**src/rtl/connect4_turn_ctrl.sv**
```systemverilog
// Turn controller for the Connect4 board: conditions the drop button and column
// switches, screens illegal moves and sequences one load strobe per accepted press.
module connect4_turn_ctrl #(
    parameter int DEBOUNCE_CYCLES = 1000000,
    parameter int WIN_LATENCY     = 2,
    parameter int ROWS            = 6,
    parameter int COLS            = 7
) (
    input  logic       clk,
    input  logic       rst,
    input  logic       btn_raw,
    input  logic [2:0] col_sw,
    input  logic       win,
    output logic       load_btn,
    output logic [2:0] column,
    output logic       player,
    output logic [5:0] move_count,
    output logic       illegal,
    output logic       game_over,
    output logic       winner,
    output logic       draw
);

    // state    | meaning
    // IDLE     | waiting for a synchronized press
    // DEBOUNCE | button must stay high DEBOUNCE_CYCLES before acceptance
    // CHECK    | column latched; screen for out-of-range or full column
    // ISSUE    | load_btn high for this single cycle
    // SETTLE   | wait WIN_LATENCY cycles, then sample the board's win
    // RELEASE  | wait for button release so a held press counts once
    // OVER     | game ended; hold outputs until reset
    typedef enum logic [2:0] {IDLE, DEBOUNCE, CHECK, ISSUE, SETTLE, RELEASE, OVER} state_t;

    localparam int CNT_MAX = (DEBOUNCE_CYCLES > WIN_LATENCY) ? DEBOUNCE_CYCLES : WIN_LATENCY;
    localparam int CW      = $clog2(CNT_MAX + 1);

    state_t        state;
    logic          btn_m, btn_s;
    logic [2:0]    col_m, col_s;
    logic [CW-1:0] cnt;
    logic [2:0]    height [8];
    logic          col_ok, col_full;

    always_ff @(posedge clk or posedge rst) begin
        if (rst) begin
            btn_m <= 1'b0;
            btn_s <= 1'b0;
            col_m <= 3'd0;
            col_s <= 3'd0;
        end else begin
            btn_m <= btn_raw;
            btn_s <= btn_m;
            col_m <= col_sw;
            col_s <= col_m;
        end
    end

    assign col_ok   = ({1'b0, column} < 4'(COLS));
    assign col_full = (height[column] >= 3'(ROWS));

    always_ff @(posedge clk or posedge rst) begin
        if (rst) begin
            state      <= IDLE;
            cnt        <= '0;
            load_btn   <= 1'b0;
            column     <= 3'd0;
            player     <= 1'b0;
            move_count <= 6'd0;
            illegal    <= 1'b0;
            game_over  <= 1'b0;
            winner     <= 1'b0;
            draw       <= 1'b0;
            for (int i = 0; i < 8; i++) height[i] <= 3'd0;
        end else begin
            load_btn <= 1'b0;
            illegal  <= 1'b0;
            // An unsolicited win ends the game; credit the player of the last completed move.
            if (win && state != SETTLE && state != OVER) begin
                game_over <= 1'b1;
                winner    <= (state == ISSUE) ? player : ~player;
                state     <= OVER;
            end else begin
                case (state)
                    IDLE: begin
                        if (btn_s) begin
                            cnt   <= '0;
                            state <= DEBOUNCE;
                        end
                    end
                    DEBOUNCE: begin
                        if (!btn_s) begin
                            state <= IDLE;
                        end else if (cnt == CW'(DEBOUNCE_CYCLES - 1)) begin
                            column <= col_s;
                            state  <= CHECK;
                        end else begin
                            cnt <= cnt + CW'(1);
                        end
                    end
                    CHECK: begin
                        if (!col_ok || col_full) begin
                            illegal <= 1'b1;
                            state   <= RELEASE;
                        end else begin
                            load_btn       <= 1'b1;
                            height[column] <= height[column] + 3'd1;
                            move_count     <= move_count + 6'd1;
                            state          <= ISSUE;
                        end
                    end
                    ISSUE: begin
                        cnt   <= '0;
                        state <= SETTLE;
                    end
                    SETTLE: begin
                        if (cnt == CW'(WIN_LATENCY - 1)) begin
                            if (win) begin
                                game_over <= 1'b1;
                                winner    <= player;
                                state     <= OVER;
                            end else if (move_count == 6'(ROWS * COLS)) begin
                                game_over <= 1'b1;
                                draw      <= 1'b1;
                                state     <= OVER;
                            end else begin
                                player <= ~player;
                                state  <= RELEASE;
                            end
                        end else begin
                            cnt <= cnt + CW'(1);
                        end
                    end
                    RELEASE: begin
                        if (!btn_s) state <= IDLE;
                    end
                    OVER: state <= OVER;
                    default: state <= IDLE;
                endcase
            end
        end
    end

endmodule
```
**config.mk**
```make
export PLATFORM = sky130hd
export DESIGN_NAME = connect4_turn_ctrl
export DESIGN_NICKNAME = d
export VERILOG_FILES = /design/src/rtl/connect4_turn_ctrl.sv
export SDC_FILE = /design/constraint.sdc
export NUM_CORES = 1
export LEC_CHECK = 0
export BUFFER_PORTS_ARGS = -buffer_cell sky130_fd_sc_hd__buf_2
export CORE_ASPECT_RATIO = 0.7
export CORE_UTILIZATION = 65
export DETAILED_ROUTE_END_ITERATION = 8
export GPL_TIMING_DRIVEN = 0
export HOLD_SLACK_MARGIN = 0.12
export PLACE_DENSITY = 0.84
export SLEW_MARGIN = 15
export SYNTH_ARGS = -nofsm -noshare
export SYNTH_HDL_FRONTEND = slang
export SYNTH_SLANG_ARGS = --single-unit
```
**constraint.sdc**
```tcl
create_clock -name clk -period 6.2 [get_ports clk]
set_input_delay 0.93 -clock clk [delete_from_list [all_inputs] [get_ports clk]]
set_output_delay 0.93 -clock clk [all_outputs]
set_load 0.005 [all_outputs]
```
==> results.yml, run 1 <==
grt:
  grt_util_met1: 0.4571
  grt_pass1_vias: 2387
  grt_use_met3: 0.09305
  grt_remaining_overflow: 0
  antenna_found_initial: 0
  grt_pass1_wl_um: 11940
  met2_usage: 0.3864
  grt_usage: 0.2918
  grt.busiest_layer: "met1"
  grt_max_degree: 54
placement:
  placed_cells: 396
  io_buffers: 21
  gp_congestion: 0.8910
  place_area_um2: 3714
  hpwl_um: 5025
critical_path:
  crit_required_ns: 6.49
  rr_endpoint: "height[14]"
  crit_fanout: 10
  cpPeakStageDelay_ns: 0.50
  path_cells: "buf_1, mux4_2, mux2i_1, inv_1, ha_1, xnor2_1, mux2_2"
  crit_arrival_ns: 3.28
  critPathKind: "register to register"
  r2r_start: "column[1]"
  cp-end-kind: "register"
  startpoint_type: "register"
  r2r_cells: 7
  rrSetupSlack_ns: 3.21
  cp_slowest_cell: "buf_1"
yosys:
  yosysTopAreaCell: "dfrtp_1"
  seq_area_frac_synth: 0.5016
  yosysWarnings: 0
  synth.distinct_cells: 55
  syn_area_per_cell_um2: 11.45
  synthTopCellsByArea: "dfrtp_1 (50%), mux2_2 (8.4%), mux4_2 (3.9%)"
  syn_nets: 317
  netlist_area_um2: 3492
  ys_ff_latch: 70
  syn_inst: 305
  yosysTopAreaCellShare: 0.5016
job:
  cap_violations: 0
layout:
  drive_gt1_frac: 0.2544
  final_cell_mix: "dfrtp_1 (70), nor2_1 (28), mux2_2 (26), buf_2 (23), nand2_1 (15)"
  areaGrowthSynthToFinish_pct: 12.00
  final_common_cell: "dfrtp_1"
  finish.utilization: 0.7876
  seq_area_um2: 1752
  diodes: 0
  fill_cells: 312
  post-route-cell-area_um2: 3911
  layout.cells.non_filler: 411
  nets: 350
  multiInputGateArea_um2: 1640
worst_hold_path:
  min_path_type: "register to register"
  hold_depth: 0
  holdPathEnd: "col_s[0]"
  min_from: "col_m[0]"
timing:
  timing.final.crit_share: 0.4817
  final_max_slew_viol_count: 0
  hold_ws_ns: 0.3519
  finalSetupTns_ns: 0
  tightest_slew_ns: 0.8376
  finalCriticalPeriod_ns: 2.986
  max_slew_margin: 0.4365
  fmax_ghz: 0.3349
  finClkSkew_ns: 0.009721
  rsz0062_at_grt: "false"
  hold_viol_final: 0
  finalSetupViolCount: 0
drt:
  dr.pass1.iters: 4
  ant_nets: 0
  wl_per_cell_um: 17.85
  drc: 0
  drt_iter0_drc: 247
  vias: 2646
  routed_via_density: 6.438
  routed_wl_um: 7337
clock_network:
  insertion_delay_ns: 0.35
  cts_buffer_depth: 2
  post_cts_buffers: 0
  root_buffer: "clkbuf_8"
  cts_hold_buf: 0
  cts_resized: 0
  clkTransAtPathRegs_ns: 0.07
  cts.sinks: 70
  tritoncts: "yes"
  cts_buffers: 9
  cts-htree-levels: 3
pwr:
  peakVddDrop_mv: 0.1908
  power.leakage_nw: 1.749
  power.density_nw_per_um2: 351.1
floorplan:
  boundaryPins: 22
  core.rowCount: 21
  core_area_um2: 4966
  fp.dieW_um: 89.61
  die_h_um: 63.33
  die_area_um2: 5674
  initial_utilization: 0.7032
status:
  outcome: "complete, no violations"
[layer usage]
layer	part of all wire	vias to the layer above
met5	0	-
met4	0.013	0
met3	0.075	14
met2	0.42	121
met1	0.49	1318
li1	-	1193
[area by class of cell]
type / count / share of cell area
flip-flops and latches: 70 / 0.4479
multi-input cells: 212 / 0.4194
clock buffers: 10 / 0.03519
repair buffers: 22 / 0.03391
well taps: 69 / 0.02207
plain buffers: 15 / 0.01791
clock inverters: 5 / 0.01536
inverters: 8 / 0.008317
[cell families after synthesis]
group / count (synthesis) / synth area share
AOI/OAI and AO/OA: 51 / 0.1075
xor gates and xnor gates: 17 / 0.04264
adders and majority gates: 5 / 0.01791
muxes: 36 / 0.1340
and+or+nand+nor: 103 / 0.1677
DFF: 70 / 0.5016
buffers and inverters: 23 / 0.02866
[per-stage QoR]
stage	total power, mW	setup slack, ns
2_1_floorplan	0.8705	3.502
3_3_place_gp	0.9719	2.743
3_5_place_dp	0.9943	3.324
4_1_cts	1.370	3.287
5_1_grt	1.446	3.026
6_report	1.373	3.214
[registers in the layout, indices dropped and copies added (netlist names), 3 cells and up]
register	count
col_s	3
state	3
column	3
height	24
move_count	6
cnt	20
col_m	3
[synthesized netlist by cell type, drive strengths merged]
cell type	instances
dfrtp	70
nor2	30
mux2	26
nand2	16
clkbuf	10
o21ai	10
xor2	10
nor4	9
inv	8
nand3	8
a21oi	7
nand2b	7
xnor2	7
mux4	6
nand4	6
o2111ai	6
or4	6
and3	5
buf	5
ha	5
o31ai	5
a31oi	4
mux2i	4
nor3	4
a211o	3
o211ai	3
a21o	2
nand3b	2
nand4b	2
o21bai	2
o41ai	2
or2	2
or3	2
a211oi	1
a21bo	1
a21boi	1
a31o	1
a32oi	1
and2	1
nand4bb	1
o221ai	1
o32ai	1
or3b	1
or4b	1
[worst max-delay path: cells and delay by family, from the launching register on]
family                   cells  cell delay, ns
multiplexers                 3            1.15
XOR/XNOR                     1            0.50
buffers and inverters        2            0.62
adder cells (fa/ha/maj)      1            0.22
flip-flops                   1            0.44
[worst max path at each step]
stage / start / end / slack, ns / cells past startpoint
6_report: column[1] / height[14] / 3.21 / 7
5_1_grt: column[1] / height[14] / 3.03 / 7
4_1_cts: column[1] / height[14] / 3.29 / 7
3_5_place_dp: column[1] / height[5] / 3.32 / 7
3_3_place_gp: rst / height[0] / 2.74 / 2
2_1_floorplan: rst / btn_m / 3.50 / 1
[where the power goes]
part	leakage [nW]	total (mW)	internal (mW)	switching, mW
Combinational	0.722	0.420	0.160	0.260
Clock	0.0983	0.370	0.195	0.175
Sequential	0.929	0.583	0.515	0.0678
Total	1.75	1.37	0.870	0.503
No activity file was read; power rests on OpenSTA's default activity.
==> inputs of run 2 (changes only) <==
--- a/config.mk
+++ b/config.mk
@@ -7,11 +7,11 @@
 export LEC_CHECK = 0
 export BUFFER_PORTS_ARGS = -buffer_cell sky130_fd_sc_hd__buf_2
 export CORE_ASPECT_RATIO = 0.7
-export CORE_UTILIZATION = 65
+export CORE_UTILIZATION = 60
 export DETAILED_ROUTE_END_ITERATION = 8
 export GPL_TIMING_DRIVEN = 0
 export HOLD_SLACK_MARGIN = 0.12
-export PLACE_DENSITY = 0.84
+export PLACE_DENSITY = 0.78
 export SLEW_MARGIN = 15
 export SYNTH_ARGS = -nofsm -noshare
 export SYNTH_HDL_FRONTEND = slang
==> constraint.sdc (replaced) <==
create_clock -name clk -period 2.9 [get_ports clk]
set_input_delay 0.435 -clock clk [delete_from_list [all_inputs] [get_ports clk]]
set_output_delay 0.435 -clock clk [all_outputs]
set_load 0.005 [all_outputs]
==> run 2 against run 1 <==
Sequential cell count stayed put; clock skew fell by 0.0038 ns; non-clock buffer count stayed put; first-iteration DRC count rose by 2.8%; core utilization shrank 6.9 points; fmax up 16%; sequential share of layout area up 0.14 points; combinational power up 120%; critical endpoint unchanged.
==> results.yml, run 2 (synthesis gave the netlist of run 1 again) <==
grt:
  grt_usage: 0.2725
  grt_pass1_vias: 2445
  grt_pass1_wl_um: 12320
  antenna_found_initial: 0
  grt_remaining_overflow: 0
  grt_max_degree: 54
job:
  cap_violations: 0
drt:
  drt_iter0_drc: 254
  dr.pass1.iters: 5
  wl_per_cell_um: 17.58
  routed_via_density: 6.150
  ant_nets: 0
  drc: 0
  routed_wl_um: 7280
  vias: 2546
layout:
  final_cell_mix: "dfrtp_1 (70), nor2_1 (28), mux2_2 (26), buf_2 (23), nand2_1 (15)"
  finish.utilization: 0.7190
  diodes: 0
  drive_gt1_frac: 0.2602
  largest_reg_flops: 24
  fill_cells: 378
  final_common_cell: "dfrtp_1"
  areaGrowthSynthToFinish_pct: 11.64
  largestRegisters: "height: 24 flops, cnt: 20 flops, move_count: 6 flops"
  nets: 350
  largest_register: "height"
timing:
  rsz0062_at_grt: "false"
  finalSetupViolCount: 0
  timing.final.crit_share: 0.8896
  max_slew_margin: 0.4047
  finalCriticalPeriod_ns: 2.580
  finClkSkew_ns: 0.005915
  final_max_slew_viol_count: 0
  finalSetupTns_ns: 0
  fmax_ghz: 0.3876
  hold_viol_final: 0
  tightest_slew_ns: 0.8848
clock_network:
  insertion_delay_ns: 0.34
  clkTransAtPathRegs_ns: 0.07
  cts_buffers: 9
  cts_buffer_depth: 2
  post_cts_buffers: 0
  cts.sinks: 70
  root_buffer: "clkbuf_8"
  tritoncts: "yes"
  cts-htree-levels: 3
floorplan:
  die_h_um: 65.83
  boundaryPins: 22
  core_area_um2: 5423
  die_area_um2: 6134
  fp.dieW_um: 93.19
  core.rowCount: 22
  initial_utilization: 0.6440
critical_path:
  critPathKind: "register to register"
  startpoint_type: "register"
  cpPeakStageDelay_ns: 0.53
  crit_fanout: 10
  path_cells: "buf_4, mux4_2, mux2i_2, inv_1, ha_1, xnor2_2, mux2_2"
  crit_arrival_ns: 2.81
  cp-end-kind: "register"
  crit_required_ns: 3.13
  cp_slowest_cell: "mux4_2"
worst_hold_path:
  min_path_type: "input port to register"
pwr:
  p_int_mw: 1.755
  peakVddDrop_mv: 0.5713
  seq_power_share: 0.439
  power.leakage_nw: 1.750
  p_sw_mw: 1.064
  p_comb_frac: 0.322
  pwr-share-clk: 0.239
  power.density_nw_per_um2: 722.8
  p_sw_frac: 0.3774
placement:
  gp_congestion: 0.9013
  hpwl_um: 5278
  io_buffers: 21
status:
  outcome: "complete, no violations"
==> run 2: critical path: cells and delay by family (launching register included) <==
kind	cells	cell delay, ns
XOR/XNOR	1	0.20
adder cells (fa/ha/maj)	1	0.23
buffers and inverters	2	0.37
flip-flops	1	0.49
multiplexers	3	1.17
==> run 2: layer usage <==
layer  up-vias  GRT usage  wire (um)
li1       1199          -          -
met1      1224     0.4202       3513
met2       114     0.3824       3053
met3         9    0.07701        671
met4         0    0.06154         41
met5         -          0          0
==> run 2: power groups by stage <==
stage,registers [mW],logic (mW),clock network [mW]
2_1_floorplan,1.22,0.637,0
3_3_place_gp,1.24,0.837,0
3_5_place_dp,1.25,0.877,0
4_1_cts,1.23,0.886,0.685
5_1_grt,1.26,0.999,0.724
6_report,1.24,0.908,0.672
==> run 2: path summary, 6_finish.rpt <==
check,start,endpoint,slack (ns),depth (start not counted)
max reg2reg,column[0],height[14],0.32,7
max,column[0],height[14],0.32,7
max in group asynchronous,rst,cnt[5],1.80,4
min,col_sw[2],col_m[2],0.19,1
min reg2reg,col_m[1],col_s[1],0.35,0
min in group asynchronous,rst,player,0.58,3
==> run 2: final cells by class <==
cell class,instances,area (um^2),share of cell area
Clock inverter,6,40.04,0.01027
Sequential cell,70,1752,0.4493
Inverter,8,32.53,0.008344
Buffer,14,66.31,0.01701
Clock buffer,9,123.9,0.03177
Timing Repair Buffer,23,142.6,0.03659
Multi-Input combinational cell,212,1652,0.4236
Tap cell,72,90.09,0.02311
==> run 2: per-stage QoR <==
step / setup slack, ns / total power, mW / hold WS [ns] / instances / instance area (um^2)
2_1_floorplan: 0.5821 / 1.861 / 0.3312 / 305 / 3492
3_3_place_gp: -0.09827 / 2.081 / 0.3335 / 398 / 3687
3_5_place_dp: 0.04963 / 2.126 / 0.3355 / 399 / 3717
4_1_cts: 0.03208 / 2.805 / 0.1801 / 415 / 3891
5_1_grt: 0.1464 / 2.978 / 0.1733 / 414 / 3899
6_report: 0.3203 / 2.818 / 0.1926 / 414 / 3899
==> run 2: repair_timing <==
action,4_1_cts,5_1_grt
endpoints found under the setup margin,0,7
resized for setup,0,2
hold buffers,1,0
hold endpoints to repair,17,0
